### src/rtl/gdb_rsp_pkg.sv
// Shared constants, FSM state encoding and hex-digit decoding for the GDB RSP
// receive path.
package gdb_rsp_pkg;

  localparam logic [7:0] CH_SOP  = 8'h24;
  localparam logic [7:0] CH_EOP  = 8'h23;
  localparam logic [7:0] CH_ESC  = 8'h7d;
  localparam logic [7:0] CH_ACK  = 8'h2b;
  localparam logic [7:0] CH_NAK  = 8'h2d;
  localparam logic [7:0] CH_BRK  = 8'h03;
  localparam logic [7:0] ESC_XOR = 8'h20;

  typedef enum logic [2:0] {
    ST_IDLE = 3'd0,
    ST_DATA = 3'd1,
    ST_ESC  = 3'd2,
    ST_CHK1 = 3'd3,
    ST_CHK2 = 3'd4,
    ST_ACK  = 3'd5,
    ST_HOLD = 3'd6
  } state_t;

  typedef struct packed {
    logic       vld;
    logic [3:0] val;
  } nib_t;

  function automatic nib_t hex2nib(input logic [7:0] c);
    nib_t n;
    n.vld = 1'b1;
    if (c >= 8'h30 && c <= 8'h39) begin
      n.val = c[3:0];
    end else if ((c >= 8'h61 && c <= 8'h66) || (c >= 8'h41 && c <= 8'h46)) begin
      n.val = c[3:0] + 4'd9;
    end else begin
      n.vld = 1'b0;
      n.val = 4'h0;
    end
    return n;
  endfunction

endpackage

### src/rtl/gdb_rsp_buf.sv
// Payload buffer: simple dual-port RAM with one write port and a
// registered read port (data appears one cycle after the address).
module gdb_rsp_buf #(
  parameter int unsigned DEPTH = 512,
  localparam int unsigned AW = $clog2(DEPTH)
) (
  input  logic          clk,
  input  logic          wr_en_i,
  input  logic [AW-1:0] wr_adr_i,
  input  logic [7:0]    wr_dat_i,
  input  logic [AW-1:0] rd_adr_i,
  output logic [7:0]    rd_dat_o
);

  logic [7:0] mem_q [DEPTH];
  logic [7:0] rd_dat_q;

  // Write port.
  always_ff @(posedge clk) begin
    if (wr_en_i) begin
      mem_q[wr_adr_i] <= wr_dat_i;
    end
  end

  // Synchronous read port.
  always_ff @(posedge clk) begin
    rd_dat_q <= mem_q[rd_adr_i];
  end

  assign rd_dat_o = rd_dat_q;

endmodule

### src/rtl/gdb_rsp_rx.sv
// GDB RSP receive controller: frames $payload#cs, un-escapes into the buffer,
// checks the checksum, sends +/- and hands good packets to the decoder.
module gdb_rsp_rx
  import gdb_rsp_pkg::*;
#(
  parameter int unsigned BUF_DEPTH = 512,
  localparam int unsigned AW = $clog2(BUF_DEPTH),
  localparam int unsigned LW = $clog2(BUF_DEPTH + 1)
) (
  input  logic          clk,
  input  logic          rst_n,
  input  logic          rx_vld,
  output logic          rx_rdy,
  input  logic [7:0]    rx_dat,
  output logic          tx_vld,
  input  logic          tx_rdy,
  output logic [7:0]    tx_dat,
  input  logic          noack,
  output logic          pkt_vld,
  input  logic          pkt_rdy,
  output logic [LW-1:0] pkt_len,
  input  logic [AW-1:0] pkt_adr,
  output logic [7:0]    pkt_dat,
  output logic          brk,
  output logic          err_chk,
  output logic          err_ovf
);

  state_t        state_q;
  logic [LW-1:0] len_q;
  logic [7:0]    sum_q;
  logic          ovf_q;
  logic [3:0]    hi_q;
  logic          hi_ok_q;
  logic          good_q;
  logic          rx_rdy_q;
  logic          tx_vld_q;
  logic [7:0]    tx_dat_q;
  logic          pkt_vld_q;
  logic [LW-1:0] pkt_len_q;
  logic          brk_q;
  logic          err_chk_q;
  logic          err_ovf_q;

  logic          rx_fire_s;
  logic          full_s;
  logic          data_byte_s;
  logic          wr_en_s;
  logic [7:0]    wr_dat_s;
  nib_t          nib_s;
  logic          pkt_good_s;

  // Byte classification, buffer write strobe and checksum verdict.
  always_comb begin
    rx_fire_s   = rx_vld && rx_rdy_q;
    full_s      = (len_q == LW'(BUF_DEPTH));
    nib_s       = hex2nib(rx_dat);
    pkt_good_s  = hi_ok_q && nib_s.vld && ({hi_q, nib_s.val} == sum_q) && !ovf_q;
    data_byte_s = (rx_dat != CH_EOP) && (rx_dat != CH_ESC) && (rx_dat != CH_SOP);
    wr_en_s     = 1'b0;
    wr_dat_s    = rx_dat;
    if (rx_fire_s && !full_s) begin
      case (state_q)
        ST_DATA: begin
          wr_en_s  = data_byte_s;
          wr_dat_s = rx_dat;
        end
        ST_ESC: begin
          wr_en_s  = 1'b1;
          wr_dat_s = rx_dat ^ ESC_XOR;
        end
        default: begin
          wr_en_s  = 1'b0;
          wr_dat_s = rx_dat;
        end
      endcase
    end else begin
      wr_en_s  = 1'b0;
      wr_dat_s = rx_dat;
    end
  end

  // Packet FSM with registered handshake and pulse outputs.
  always_ff @(posedge clk or negedge rst_n) begin
    if (!rst_n) begin
      state_q   <= ST_IDLE;
      len_q     <= '0;
      sum_q     <= 8'h00;
      ovf_q     <= 1'b0;
      hi_q      <= 4'h0;
      hi_ok_q   <= 1'b0;
      good_q    <= 1'b0;
      rx_rdy_q  <= 1'b0;
      tx_vld_q  <= 1'b0;
      tx_dat_q  <= 8'h00;
      pkt_vld_q <= 1'b0;
      pkt_len_q <= '0;
      brk_q     <= 1'b0;
      err_chk_q <= 1'b0;
      err_ovf_q <= 1'b0;
    end else begin
      brk_q     <= 1'b0;
      err_chk_q <= 1'b0;
      err_ovf_q <= 1'b0;
      case (state_q)
        ST_IDLE: begin
          rx_rdy_q <= 1'b1;
          if (rx_fire_s && rx_dat == CH_SOP) begin
            state_q <= ST_DATA;
            len_q   <= '0;
            sum_q   <= 8'h00;
            ovf_q   <= 1'b0;
          end else if (rx_fire_s && rx_dat == CH_BRK) begin
            brk_q <= 1'b1;
          end
        end
        ST_DATA: begin
          if (rx_fire_s) begin
            case (rx_dat)
              CH_EOP: state_q <= ST_CHK1;
              CH_ESC: begin
                state_q <= ST_ESC;
                sum_q   <= sum_q + rx_dat;
              end
              CH_SOP: begin
                len_q <= '0;
                sum_q <= 8'h00;
                ovf_q <= 1'b0;
              end
              default: begin
                sum_q <= sum_q + rx_dat;
                if (full_s) ovf_q <= 1'b1;
                else        len_q <= len_q + LW'(1);
              end
            endcase
          end
        end
        ST_ESC: begin
          if (rx_fire_s) begin
            state_q <= ST_DATA;
            sum_q   <= sum_q + rx_dat;
            if (full_s) ovf_q <= 1'b1;
            else        len_q <= len_q + LW'(1);
          end
        end
        ST_CHK1: begin
          if (rx_fire_s) begin
            state_q <= ST_CHK2;
            hi_q    <= nib_s.val;
            hi_ok_q <= nib_s.vld;
          end
        end
        ST_CHK2: begin
          if (rx_fire_s) begin
            good_q <= pkt_good_s;
            if (pkt_good_s) begin
              pkt_len_q <= len_q;
            end else begin
              // Overflow masks any checksum complaint.
              err_ovf_q <= ovf_q;
              err_chk_q <= !ovf_q;
            end
            if (!noack) begin
              state_q  <= ST_ACK;
              rx_rdy_q <= 1'b0;
              tx_vld_q <= 1'b1;
              tx_dat_q <= pkt_good_s ? CH_ACK : CH_NAK;
            end else if (pkt_good_s) begin
              state_q   <= ST_HOLD;
              rx_rdy_q  <= 1'b0;
              pkt_vld_q <= 1'b1;
            end else begin
              state_q <= ST_IDLE;
            end
          end
        end
        ST_ACK: begin
          if (tx_rdy) begin
            tx_vld_q <= 1'b0;
            if (good_q) begin
              state_q   <= ST_HOLD;
              pkt_vld_q <= 1'b1;
            end else begin
              state_q  <= ST_IDLE;
              rx_rdy_q <= 1'b1;
            end
          end
        end
        ST_HOLD: begin
          if (pkt_rdy) begin
            state_q   <= ST_IDLE;
            pkt_vld_q <= 1'b0;
            rx_rdy_q  <= 1'b1;
          end
        end
        default: begin
          state_q   <= ST_IDLE;
          rx_rdy_q  <= 1'b0;
          tx_vld_q  <= 1'b0;
          pkt_vld_q <= 1'b0;
        end
      endcase
    end
  end

  gdb_rsp_buf #(.DEPTH(BUF_DEPTH)) u_buf (
    .clk      (clk),
    .wr_en_i  (wr_en_s),
    .wr_adr_i (len_q[AW-1:0]),
    .wr_dat_i (wr_dat_s),
    .rd_adr_i (pkt_adr),
    .rd_dat_o (pkt_dat)
  );

  assign rx_rdy  = rx_rdy_q;
  assign tx_vld  = tx_vld_q;
  assign tx_dat  = tx_dat_q;
  assign pkt_vld = pkt_vld_q;
  assign pkt_len = pkt_len_q;
  assign brk     = brk_q;
  assign err_chk = err_chk_q;
  assign err_ovf = err_ovf_q;

endmodule

### config.mk
export PLATFORM = sky130hd
export DESIGN_NAME = gdb_rsp_rx
export DESIGN_NICKNAME = d
export VERILOG_FILES = /design/src/rtl/gdb_rsp_pkg.sv /design/src/rtl/gdb_rsp_buf.sv /design/src/rtl/gdb_rsp_rx.sv
export SDC_FILE = /design/constraint.sdc
export NUM_CORES = 2
export LEC_CHECK = 0
export ABC_CLOCK_PERIOD_IN_PS = 16700
export CAP_MARGIN = 20
export CELL_PAD_IN_SITES_DETAIL_PLACEMENT = 1
export CELL_PAD_IN_SITES_GLOBAL_PLACEMENT = 1
export CORE_UTILIZATION = 50
export CTS_CLUSTER_DIAMETER = 60
export DETAILED_ROUTE_END_ITERATION = 6
export GPL_ROUTABILITY_DRIVEN = 0
export PLACE_DENSITY = 0.75
export SETUP_SLACK_MARGIN = 0.3
export SLEW_MARGIN = 10
export SYNTH_ARGS = -nofsm -noshare
export SYNTH_HDL_FRONTEND = slang
export SYNTH_SLANG_ARGS = --single-unit
### constraint.sdc
create_clock -name clk -period 16.7 [get_ports clk]
set_clock_uncertainty 0.05 [all_clocks]
set_input_delay 2.505 -clock clk [delete_from_list [all_inputs] [get_ports clk]]
set_output_delay 2.505 -clock clk [all_outputs]
set_load 0.05 [all_outputs]
==> impl_metrics.py <==
metrics = {
    "power": {
        "pwr_density_cell_nw_per_um2": 126,
        "worst_ir_drop_vdd_uv": 109,
        "p_leak_uw": 0.0560,
    },
    "sta": {
        "finalSetupTns_ns": 0,
        "fin_crit_sh_pct": 45.5,
        "slew_viol_final": 0,
        "timing.fmax_ghz": 0.132,
        "rsz0062_at_grt": "no",
        "period_minus_slack_ns": 7.60,
        "fin_ws_ns": 9.10,
        "setup-violations-final": 0,
        "hold_violations": 0,
        "worstMarginPinSlew_ns": 1.38,
        "relSlewSlack_pct": 7.69,
    },
    "synth": {
        "ys_warn_count": 0,
        "ys_seq_area_share_pct": 77.0,
        "async_flop_share_pct": 1.13,
        "syn_inst": 7728,
        "yosysUniqueCellTypes": 94,
        "syn_area_um2": 162000,
        "synth_ff_type": "edfxtp_1",
        "synth_seq_cells": 4151,
        "synth_edf_count": 4096,
        "synth.avg_cell_area_um2": 20.9,
    },
    "setup_path": {
        "crit_path_cell_trace": "buf_16 -> buf_4 -> buf_12 -> buf_4 -> mux4_2 -> mux2i_1 -> a22oi_1 -> nand3_1 -> nand2_1 -> nor4_1 -> buf_4 -> nor3_1",
        "worst_ep_arrival_time_ns": 8.39,
        "cp_slowest_cell": "nor4_1",
        "worstSetupPathType": "primary input to flip-flop",
        "critPathCaptureType": "flip-flop",
        "startpoint_type": "primary input",
        "crit_top_cell": "buf_4",
        "critical_path.max_stage_delay_ns": 1.01,
        "cp_max_fo": 89,
        "reg2regPathDepth": 9,
        "cp.required_ns": 17.49,
    },
    "place": {
        "dpl.cell_count": 11837,
        "dp_slack_ns": 8.29,
        "dp.final_hpwl_um": 316000,
        "io_buffers": 51,
    },
    "global_routing": {
        "overflow": 0,
        "grt_use_total_pct": 31.8,
        "grt_pass1_vias": 88154,
        "grt_max_degree": 200,
        "grt_pass1_wl_um": 714000,
        "grt_antenna_before_repair": 44,
    },
    "detailed_routing": {
        "vias": 87367,
        "post_drt_wl_per_cell_um": 41.2,
        "drt_iter0_drc": 14283,
        "first_pass_iters": 6,
        "drc": 0,
        "postRouteAntennaNets": 0,
        "routed_wl_um": 519000,
        "viasPerCell": 6.93,
    },
    "floorplanning": {
        "io_pins": 55,
        "core-area_um2": 321000,
        "rows": 208,
        "die-width_um": 570,
        "die_h_um": 570,
        "start_util_pct": 50.3,
        "die_area_um2": 325000,
    },
    "cts": {
        "cts_setup_buffers": 0,
        "cts.clk_slew.worst_paths_ns": 0.06,
        "clockBufferDepth": 4,
        "cts_htree_levels": 5,
        "clk_latency_ns": 1.01,
        "clock-sinks": 4151,
        "cts_root_buffer": "clkbuf_16",
        "hold_buffers": 0,
        "ctsResizeCount": 0,
        "cts_tree": "built",
        "cts_buffers": 410,
    },
    "min_path": {
        "min_path_cells": 1,
        "min_path_type": "flip-flop to flip-flop",
    },
    "job": {
        "maxCapViolCount": 0,
    },
    "layout": {
        "postLayoutCoreUtil_pct": 56.3,
        "syn_to_final_growth_pct": 11.9,
        "fillers": 27365,
        "drive_gt1_share_pct": 23.1,
        "layoutNonFillerInstCount": 12614,
        "nNetsFinal": 7989,
    },
    "outcome": {
        "outcome": "finished clean",
    },
}
==> critical path, delay by kind of cell <==
kind,cells,cell delay (ns)
buf+inv,5,2.80
mux,2,0.95
compound gates,1,0.21
simple gates,4,1.37
==> registers in the layout, indices dropped and copies added (netlist names), 3 cells and up <==
name / flops
u_buf.rd_dat_o: 8
u_buf.mem_q: 4096
tx_dat: 3
sum_q: 8
hi_q: 4
pkt_len: 10
state_q: 3
len_q: 10
==> where the power goes <==
group	total, µW	internal [µW]	switching, µW
Combinational	1570	433	1140
Clock	9520	5440	4080
Sequential	11600	11600	59.2
Total	22700	17400	5280
==> per-layer routing <==
| layer | GRT usage (%) | part of all wire (%) | up-vias |
|---|---|---|---|
| met4 | 20.0 | 7.4 | 44 |
| met3 | 8.35 | 13 | 1550 |
| li1 | - | - | 32751 |
| met2 | 48.0 | 46 | 6999 |
| met5 | 0.103 | 0.056 | - |
| met1 | 41.3 | 34 | 46023 |
==> cells in the final DEF, fill, tap and decap left out, types with 10 or more instances in the layout <==
| cell type | count |
|---|---|
| a211oi_1 | 25 |
| a21oi_1 | 64 |
| a221oi_1 | 69 |
| a22o_1 | 26 |
| a22oi_1 | 111 |
| a31oi_1 | 27 |
| buf_12 | 16 |
| buf_4 | 210 |
| buf_8 | 11 |
| bufinv_16 | 56 |
| clkbuf_1 | 61 |
| clkbuf_16 | 414 |
| clkdlybuf4s50_1 | 36 |
| clkinv_1 | 93 |
| clkinv_2 | 79 |
| clkinvlp_4 | 20 |
| dfrtp_1 | 47 |
| diode_2 | 17 |
| edfxtp_1 | 4096 |
| ha_1 | 14 |
| inv_1 | 16 |
| mux2_2 | 91 |
| mux2i_1 | 294 |
| mux4_2 | 888 |
| nand2_1 | 142 |
| nand2b_1 | 12 |
| nand3_1 | 51 |
| nand4_1 | 27 |
| nor2_1 | 591 |
| nor2b_1 | 13 |
| nor3_1 | 27 |
| nor4_1 | 24 |
| o211ai_1 | 28 |
| o21ai_0 | 81 |
| o221ai_1 | 35 |
| o22a_1 | 15 |
| o22ai_1 | 167 |
| o31ai_1 | 13 |
| or4_1 | 10 |
==> per-stage QoR <==
| step | total power (µW) | hold slack [ns] | instance area [µm²] |
|---|---|---|---|
| after detailed placement | 13400 | 0.448 | 167000 |
| after floorplan | 12600 | 0.411 | 162000 |
| final | 22700 | 0.469 | 181000 |
| after global routing | 23100 | 0.487 | 181000 |
| after CTS | 22700 | 0.465 | 181000 |
| after global placement | 13300 | 0.444 | 167000 |
==> final timing paths <==
| check | slack (ns) | from | to |
|---|---|---|---|
| worst max-delay path | 9.10 | pkt_adr[0] | u_buf.rd_dat_o[5] |
| worst min-delay path | 0.47 | pkt_len[1] | pkt_len[1] |
| worst max register to register | 9.96 | len_q[7] | u_buf.mem_q[86][5] |
| worst min register to register | 0.47 | pkt_len[1] | pkt_len[1] |
| max in group asynchronous | 14.56 | rst_n | len_q[9] |
| min in group asynchronous | 1.52 | rst_n | err_ovf |
==> Yosys cell counts, types with 15 or more instances <==
cell type | number | area, µm²
edfxtp_1 | 4096 | 123000
mux4_2 | 888 | 20000
nor2_1 | 600 | 2250
mux2i_1 | 294 | 2940
clkbuf_1 | 169 | 634
o22ai_1 | 167 | 1040
nand2_1 | 143 | 537
buf_4 | 134 | 1010
a22oi_1 | 111 | 833
buf_2 | 109 | 546
mux2_2 | 91 | 1020
o21ai_0 | 81 | 405
a221oi_1 | 69 | 604
a21oi_1 | 64 | 320
nand3_1 | 64 | 320
dfrtp_1 | 47 | 1180
buf_6 | 45 | 507
o221ai_1 | 35 | 307
nor3_1 | 30 | 150
o211ai_1 | 28 | 210
a31oi_1 | 27 | 169
nand4_1 | 27 | 169
a211oi_1 | 26 | 195
a22o_1 | 26 | 228
nor4_1 | 26 | 163
nor2b_1 | 23 | 144
inv_1 | 17 | 63.8
nand2b_1 | 15 | 93.8
o22a_1 | 15 | 131
==> layout make-up <==
cell class                 instances  area [µm²]  area share (%)
timing repair buffer             285        2560            1.42
clock buffer                     478       10600            5.88
multi-input combinational       3083       34700            19.2
tap                             4305        5390            2.98
clock inverter                   275        3060            1.69
inverter                          20        75.1          0.0415
antenna                           17        42.5          0.0235
sequential                      4151      124000            68.8
==> cell families after synthesis <==
family | after synthesis | share of synthesized area, %
AND/OR/NAND/NOR | 1003 | 2.75
adder cells (fa/ha/maj) | 15 | 0.121
buffers and inverters | 496 | 1.79
flip-flops | 4151 | 77.0
other | 1 | 0.00232
multiplexers | 1282 | 14.9
AO/OA/AOI/OAI | 762 | 3.35
XOR/XNOR | 18 | 0.0976
Power figures use the tool's default switching activity.
